--- src/rtl/apb_multi_slave_master.sv ---
`timescale 1ns/1ps
// Buffered APB4 master: request FIFO, address decode to NO_OF_SLAVES selects and SETUP/ACCESS sequencing.
// Push-to-response latency is 3 cycles with no wait states. req_ready drops when the FIFO is full.
module apb_multi_slave_master #(
  parameter int NO_OF_SLAVES   = 4,
  parameter int ADDRESS_WIDTH  = 32,
  parameter int DATA_WIDTH     = 32,
  parameter int BUFFER_DEPTH   = 8,
  parameter int SLAVE_ADDR_LSB = 12,
  parameter int TIMEOUT_CYCLES = 16
) (
  input  logic                               pclk,
  input  logic                               preset,
  input  logic                               req_valid,
  output logic                               req_ready,
  input  logic                               req_write,
  input  logic [ADDRESS_WIDTH-1:0]           req_addr,
  input  logic [DATA_WIDTH-1:0]              req_wdata,
  input  logic [DATA_WIDTH/8-1:0]            req_strb,
  input  logic [2:0]                         req_prot,
  output logic                               rsp_valid,
  input  logic                               rsp_ready,
  output logic [DATA_WIDTH-1:0]              rsp_rdata,
  output logic [1:0]                         rsp_status,
  output logic [$clog2(BUFFER_DEPTH):0]      fifo_level,
  output logic [NO_OF_SLAVES-1:0]            psel,
  output logic                               penable,
  output logic                               pwrite,
  output logic [ADDRESS_WIDTH-1:0]           paddr,
  output logic [DATA_WIDTH-1:0]              pwdata,
  output logic [DATA_WIDTH/8-1:0]            pstrb,
  output logic [2:0]                         pprot,
  input  logic [NO_OF_SLAVES*DATA_WIDTH-1:0] prdata,
  input  logic [NO_OF_SLAVES-1:0]            pready,
  input  logic [NO_OF_SLAVES-1:0]            pslverr
);
  localparam int SW = DATA_WIDTH / 8;
  localparam int PW = $clog2(BUFFER_DEPTH);
  localparam logic [PW:0] DEPTH = BUFFER_DEPTH[PW:0];
  localparam logic [31:0] TO_LAST = 32'(TIMEOUT_CYCLES - 1);
  localparam logic [1:0] ST_OK = 2'b00, ST_SLVERR = 2'b01, ST_DECERR = 2'b10, ST_TIMEOUT = 2'b11;

  typedef struct packed {
    logic                     write;
    logic [ADDRESS_WIDTH-1:0] addr;
    logic [DATA_WIDTH-1:0]    wdata;
    logic [SW-1:0]            strb;
    logic [2:0]               prot;
  } req_t;

  typedef enum logic [1:0] {IDLE, SETUP, ACCESS, RESP} state_t;

  state_t                  state, state_nxt;
  req_t                    mem [BUFFER_DEPTH];
  req_t                    head;
  logic [PW-1:0]           wr_ptr, rd_ptr;
  logic [PW:0]             count;
  logic                    push, pop, full, empty;
  logic [3:0]              head_idx, idx_r;
  logic                    head_dec_ok;
  logic [NO_OF_SLAVES-1:0] sel_vec;
  logic                    sel_ready, sel_err, timed_out;
  logic [DATA_WIDTH-1:0]   sel_rdata;
  logic [31:0]             wait_cnt;

  assign full       = (count == DEPTH);
  assign empty      = (count == '0);
  assign req_ready  = !full;
  assign push       = req_valid && !full;
  assign pop        = (state == IDLE) && !empty;
  assign head       = mem[rd_ptr];
  assign fifo_level = count;

  always_ff @(posedge pclk or posedge preset) begin
    if (preset) begin
      wr_ptr <= '0;
      rd_ptr <= '0;
      count  <= '0;
    end else begin
      if (push) wr_ptr <= wr_ptr + 1'b1;
      if (pop)  rd_ptr <= rd_ptr + 1'b1;
      case ({push, pop})
        2'b10:   count <= count + 1'b1;
        2'b01:   count <= count - 1'b1;
        default: count <= count;
      endcase
    end
  end

  always_ff @(posedge pclk) begin
    if (push) mem[wr_ptr] <= '{req_write, req_addr, req_wdata, req_strb, req_prot};
  end

  assign head_idx    = head.addr[SLAVE_ADDR_LSB+3:SLAVE_ADDR_LSB];
  assign head_dec_ok = ({1'b0, head_idx} < 5'(NO_OF_SLAVES));

  // Only the addressed slave's handshake is looked at; the rest of the fabric is ignored.
  assign sel_vec   = NO_OF_SLAVES'(1) << idx_r;
  assign sel_ready = |(pready & sel_vec);
  assign sel_err   = |(pslverr & sel_vec);
  assign timed_out = (TIMEOUT_CYCLES != 0) && (wait_cnt == TO_LAST);

  always_comb begin
    sel_rdata = '0;
    for (int k = 0; k < NO_OF_SLAVES; k++) begin
      if (idx_r == 4'(k)) sel_rdata = prdata[k*DATA_WIDTH +: DATA_WIDTH];
    end
  end

  always_ff @(posedge pclk or posedge preset) begin
    if (preset) state <= IDLE;
    else        state <= state_nxt;
  end

  always_comb begin
    state_nxt = state;
    psel      = '0;
    penable   = 1'b0;
    rsp_valid = 1'b0;
    case (state)
      IDLE:   if (!empty) state_nxt = head_dec_ok ? SETUP : RESP;
      SETUP: begin
        psel      = sel_vec;
        state_nxt = ACCESS;
      end
      ACCESS: begin
        psel    = sel_vec;
        penable = 1'b1;
        if (sel_ready || timed_out) state_nxt = RESP;
      end
      RESP: begin
        rsp_valid = 1'b1;
        if (rsp_ready) state_nxt = IDLE;
      end
      default: state_nxt = IDLE;
    endcase
  end

  always_ff @(posedge pclk or posedge preset) begin
    if (preset) begin
      paddr      <= '0;
      pwrite     <= 1'b0;
      pwdata     <= '0;
      pstrb      <= '0;
      pprot      <= '0;
      idx_r      <= '0;
      wait_cnt   <= '0;
      rsp_rdata  <= '0;
      rsp_status <= ST_OK;
    end else begin
      case (state)
        IDLE: begin
          if (!empty) begin
            // A decode miss never reaches the bus, so the bus fields keep their old values.
            if (head_dec_ok) begin
              paddr  <= head.addr;
              pwrite <= head.write;
              pwdata <= head.wdata;
              pstrb  <= head.write ? head.strb : '0;
              pprot  <= head.prot;
              idx_r  <= head_idx;
            end else begin
              rsp_status <= ST_DECERR;
              rsp_rdata  <= '0;
            end
          end
        end
        SETUP: wait_cnt <= '0;
        ACCESS: begin
          wait_cnt <= wait_cnt + 32'd1;
          if (sel_ready) begin
            rsp_status <= sel_err ? ST_SLVERR : ST_OK;
            rsp_rdata  <= (!pwrite && !sel_err) ? sel_rdata : '0;
          end else if (timed_out) begin
            rsp_status <= ST_TIMEOUT;
            rsp_rdata  <= '0;
          end
        end
        default: ;
      endcase
    end
  end
endmodule
--- config.mk ---
export PLATFORM = sky130hd
export DESIGN_NAME = apb_multi_slave_master
export DESIGN_NICKNAME = d
export VERILOG_FILES = /design/src/rtl/apb_multi_slave_master.sv
export SDC_FILE = /design/constraint.sdc
export NUM_CORES = 1
export LEC_CHECK = 0
export ABC_CLOCK_PERIOD_IN_PS = 16550
export BUFFER_PORTS_ARGS = -buffer_cell sky130_fd_sc_hd__buf_2
export CAP_MARGIN = 20
export CORE_ASPECT_RATIO = 0.9
export CORE_MARGIN = 8
export CORE_UTILIZATION = 60
export CTS_CLUSTER_DIAMETER = 30
export DETAILED_ROUTE_END_ITERATION = 10
export HOLD_SLACK_MARGIN = 0.02
export PLACE_DENSITY = 0.9
export RECOVER_POWER = 25
export SYNTH_ARGS = -nofsm -noshare
export SYNTH_HDL_FRONTEND = slang
export SYNTH_SLANG_ARGS = --single-unit
--- constraint.sdc ---
create_clock -name pclk -period 16.55 [get_ports pclk]
set_input_delay 2.4825 -clock pclk [delete_from_list [all_inputs] [get_ports pclk]]
set_output_delay 2.4825 -clock pclk [all_outputs]
set_load 0.05 [all_outputs]
After elaboration in Yosys (flattened, before gate mapping)
Memory sizes are Yosys's and may differ from the RTL's.
Index checks and enable logic that the tools add are counted.
{"block": "word_totals", "reg_bits": 154, "ram_bits": 576, "n_memories": 1, "wordCells": 88}
{"block": "op_classes", "addsub": 5, "n_reduce_logical": 20, "eq_ne": 15, "order_cmp": 1, "shifts": 1, "muxes": 29, "bitwise_logic": 3}
{"memory": "mem", "depth": 8, "width": 72, "read_ports": 1, "rd_ports_with_merged_regs": 0, "write_ports": 1, "line": "54", "rtl": "req_t mem [BUFFER_DEPTH];"}
{"cell": "$mux 32", "n": 9}
{"cell": "$pmux 32 s2", "n": 2}
{"cell": "$add 32x1->32 const B", "n": 1}
{"cell": "$eq 32x4->1 const B", "n": 1}
{"cell": "$mux 2", "n": 8}
{"cell": "$and 4x4->4", "n": 2}
{"cell": "$eq 4x2->1 const B", "n": 2}
{"cell": "$logic_not 4->1", "n": 2}
{"cell": "$mux 4", "n": 2}
{"cell": "$ne 2x2->1 const B", "n": 4}
{"cell": "$pmux 2 s4", "n": 1}
{"cell": "$pmux 4 s2", "n": 1}
{"cell": "$reduce_or 4->1", "n": 2}
{"cell": "$add 3x1->3 const B", "n": 2}
{"cell": "$eq 2x2->1 const B", "n": 3}
{"cell": "$reduce_and 3->1", "n": 2}
{"cell": "$reduce_bool 2->1", "n": 3}
{"cell": "$mux 1", "n": 5}
{"cell": "$add 4x1->4 const B", "n": 1}
{"cell": "$eq 2x1->1 const B", "n": 2}
{"cell": "$eq 4x1->1 const B", "n": 1}
{"cell": "$eq 4x4->1 const B", "n": 1}
{"cell": "$logic_not 1->1", "n": 4}
{"cell": "$lt 4x3->1 const B", "n": 1}
{"cell": "other kinds (10)", "n": 12}

Logic depth before layout (Yosys ltp)
{"block": "logic_depth", "ltp_word": 8, "ltp_mapped": 12, "ltp_nobuf": 11}

Worst setup path after synthesis
OpenSTA, ideal clock, no wires.
{"block": "synth_timing", "path_kind": "input to register", "from": "in req_valid", "to": "mem mem[4][0] in the netlist's numbering, enable pin", "arrival_time_ns": 10.099, "n_path_buf": 0, "setup_slack_ns": 5.746, "setup_ns": 0.705, "path_stages": 2, "cell_sequence": "nand2_1 > nor4b_1"}
{"block": "synth_via", "elab_chain_cells": 3}
{"element": "start: declaration", "line": "14", "rtl": "input logic req_valid,"}
{"element": "$logic_and 1x1->1", "line": "69", "rtl": "assign push = req_valid && !full;"}
{"element": "$mux 1", "line": "91", "rtl": "if (push) mem[wr_ptr] <= '{req_write, req_addr, req_wdata, req_strb, req_prot};"}
{"element": "$mux 1 (not written as such)", "line": "91"}
{"element": "end: declaration", "line": "54"}
Every way passes these cells.

==> impl_metrics.sql <==
INSERT INTO impl_metrics (metric_group, metric, value, unit) VALUES
('layout', 'fillerInstances', '2641', ''),
('sta', 'min_period', '5080', 'ps'),
('floorplan', 'floorplan.initialDensity', '60.6', '%'),
('sta', 'finalClockSkew', '39.0', 'ps'),
('power', 'internal_power', '4.63', 'mW'),
('synthesis', 'synthesis.nets', '1770', ''),
('drt', 'first_iter_violations', '1476', ''),
('power', 'fraction_of_power_spent_switching_nets', '34.4', '%'),
('synthesis', 'synthFlopType', 'sky130_fd_sc_hd__edfxtp_1', ''),
('grt', 'vias_in_the_first_global_route', '17700', ''),
('synthesis', 'netlist_instances', '1549', ''),
('drt', 'viasPerCell', '6.19', ''),
('grt', 'grt-ovfl-total', '0', ''),
('cts', 'cts_tree', 'yes', ''),
('drt', 'detail_route.wl_per_cell', '27.2', 'um'),
('setup_path', 'worstPathArrival', '2600', 'ps'),
('cts', 'cts-root-buf', 'sky130_fd_sc_hd__clkbuf_16', ''),
('cts', 'ctsResizeCount', '0', ''),
('layout', 'seq_area', '21100', 'sq um'),
('synthesis', 'async_flop_share', '20.7', '%'),
('setup_path', 'worstSetupPathType', 'reg -> out', ''),
('place', 'port_buffers', '328', ''),
('power', 'power.leakage', '13.1', 'nW'),
('power', 'netSwitchingPower', '2.43', 'mW'),
('setup_path', 'standard_cell_with_the_maximum_stage_delay_on_the_critical_path', 'sky130_fd_sc_hd__nand2_1', ''),
('power', 'power.ir.vdd_worst', '0.183', 'mV'),
('setup_path', 'worst_setup_ep_type', 'output port', ''),
('sta', 'max_slew.worst_pin.slew', '1050', 'ps'),
('floorplan', 'fp-row-count', '76', ''),
('setup_path', 'cp_slowest_stage_delay', '680', 'ps'),
('setup_path', 'critical_path.reg2reg.startpoint', 'rd_ptr[1]', ''),
('layout', 'layout.cells.most_common_list', 'sky130_fd_sc_hd__edfxtp_1, sky130_fd_sc_hd__buf_2, sky130_fd_sc_hd__dfrtp_1', ''),
('synthesis', 'synth-edff-count', '576', ''),
('status', 'status', 'finished, final reports clean', ''),
('cts', 'worstSkewPairLatency', '650', 'ps'),
('grt', 'antenna_found_initial', '16', ''),
('layout', 'layout-drive-gt1-share', '37.0', '%'),
('synthesis', 'synth_area', '28900', 'sq um'),
('setup_path', 'worst_path_dominant_cell_family', 'simple AND/OR/NAND/NOR gates', ''),
('layout', 'fin_nets', '2152', ''),
('power', 'power.density_cell_area', '200', 'nW/um^2'),
('place', 'place.detailed.hpwl', '40100', 'um'),
('cts', 'clkTransAtPathRegs', '50', 'ps'),
('synthesis', 'synth_sequential_area_ratio', '72.8', '%'),
('cts', 'hold_buffers', '0', ''),
('setup_path', 'worst-endpoint-required', '14070', 'ps'),
('hold_path', 'hold_path_class', 'reg -> reg', ''),
('cts', 'cts_buffers', '112', ''),
('sta', 'setup_slack', '11470', 'ps'),
('setup_path', 'element_type_at_the_critical_path_start', 'register', ''),
('synthesis', 'number_of_storage_elements_in_the_synthesis_netlist', '726', ''),
('setup_path', 'path_depth', '4', ''),
('drt', 'detailedRoute.firstPassIterationCount', '5', ''),
('place', 'pre_cts_worst_setup_slack', '11970', 'ps'),
('grt', 'largest_net_degree_at_the_start_of_global_routing', '125', ''),
('synthesis', 'yosys-top-cells-area', 'sky130_fd_sc_hd__edfxtp_1, sky130_fd_sc_hd__dfrtp_1, sky130_fd_sc_hd__mux4_2', ''),
('cts', 'htree_levels', '3', ''),
('floorplan', 'die_height', '224', 'um'),
('setup_path', 'setup.worst_path.end', 'psel[2]', ''),
('setup_path', 'setup.worst_path.start', 'paddr[13]', ''),
('layout', 'multiInputGateArea', '7510', 'sq um'),
('power', 'comb_power_share', '29.9', '%'),
('setup_path', 'timing.rr.end', 'pwdata[0]', ''),
('place', 'gpl.final_weighted_congestion', '0.893', ''),
('layout', 'layout-area-overhead-vs-synth', '21.7', '%'),
('sta', 'hold_violations', '0', ''),
('cts', 'cts.sinks', '726', ''),
('floorplan', 'coreArea', '47700', 'sq um'),
('sta', 'rsz0062_at_grt', 'false', ''),
('sta', 'slew_violations', '0', ''),
('run', 'cap_violations', '0', '');
worst min-delay path by stage:
| stage | start | endpoint | slack (ps) | depth (start not counted) |
|---|---|---|---|---|
| floorplan | wait_cnt[0] | wait_cnt[0] | 500 | 1 |
| global placement | pwdata[25] | pwdata[25] | 460 | 2 |
| detailed placement | paddr[22] | paddr[22] | 460 | 2 |
| CTS | paddr[10] | paddr[10] | 490 | 2 |
| global route | rsp_rdata[25] | rsp_rdata[25] | 500 | 1 |
| finish | paddr[10] | paddr[10] | 470 | 2 |
state kept, by name, indices dropped and copies added (netlist names), 3 cells and up:
register	count
paddr	32
wait_cnt	32
fifo_level	4
pprot	3
wr_ptr	3
mem	576
rsp_rdata	32
pstrb	4
rd_ptr	3
pwdata	32
cell usage after synthesis, types with 12 or more instances:
cell type	number
sky130_fd_sc_hd__mux2i_1	72
sky130_fd_sc_hd__nor3_1	12
sky130_fd_sc_hd__clkbuf_1	47
sky130_fd_sc_hd__o21ai_0	81
sky130_fd_sc_hd__xor2_1	15
sky130_fd_sc_hd__dfrtp_1	150
sky130_fd_sc_hd__o2bb2ai_2	30
sky130_fd_sc_hd__edfxtp_1	576
sky130_fd_sc_hd__nand3_1	20
sky130_fd_sc_hd__buf_2	20
sky130_fd_sc_hd__inv_1	16
sky130_fd_sc_hd__mux2_2	60
sky130_fd_sc_hd__xnor2_1	13
sky130_fd_sc_hd__nor2_1	42
sky130_fd_sc_hd__mux4_2	145
sky130_fd_sc_hd__o22ai_1	32
sky130_fd_sc_hd__a21oi_1	16
sky130_fd_sc_hd__nand2_1	93
metrics by stage:
stage          hold WS [ps]  instance area, sq um  power, mW  utilization [%]  std cells
6_report                473                 35200       7.05             73.7       2664
3_5_place_dp            465                 31300       4.61             65.5       2441
5_1_grt                 498                 35200       7.31             73.7       2659
3_3_place_gp            458                 31300       4.52             65.5       2441
2_1_floorplan           497                 28900       4.08                -       1549
4_1_cts                 486                 35200       7.11             73.8       2654
worst register-to-register path: stages, from the launching register on:
cell and delay, ps:
sky130_fd_sc_hd__dfrtp_1 670, sky130_fd_sc_hd__inv_4 700, sky130_fd_sc_hd__mux4_2 440, sky130_fd_sc_hd__or2_1 280, sky130_fd_sc_hd__nand3_4 420, sky130_fd_sc_hd__buf_4 880
sky130_fd_sc_hd__o21ai_0 370
cell families (layout without fill, tap and decap cells):
family	count (synthesis)	after routing	share of synthesized area [%]
simple gates	223	223	3.62
other cells	0	10	0
buf+inv	103	584	1.54
mux	279	279	16.2
flops	726	726	72.8
fa+ha+maj	9	9	0.389
compound gates	181	181	4.61
xor+xnor	28	28	0.848
power groups by stage:
stage,Sequential [mW],Clock (mW),Combinational (mW)
2_1_floorplan,2.85,0,1.23
3_3_place_gp,2.50,0,2.02
3_5_place_dp,2.53,0,2.08
4_1_cts,2.52,2.46,2.13
5_1_grt,2.54,2.53,2.24
6_report,2.52,2.43,2.11
area by class of cell:
type                       count  area share, %
clock inverter                82           2.76
timing repair buffer         354           5.05
tap                          624           2.22
inverter                      17          0.203
multi-input combinational    720           21.3
sequential                   726           59.8
antenna                       10         0.0711
clock buffer                 131           8.52
routing by layer:
metal | track usage [%] | vias up | share of wire, %
met5 | 0 | - | 0.17
met4 | 10.3 | 18 | 3.4
met3 | 7.28 | 189 | 8.9
met2 | 45.7 | 870 | 52
met1 | 30.4 | 8410 | 35
li1 | - | 7014 | -
Power figures use the tool's default switching activity.
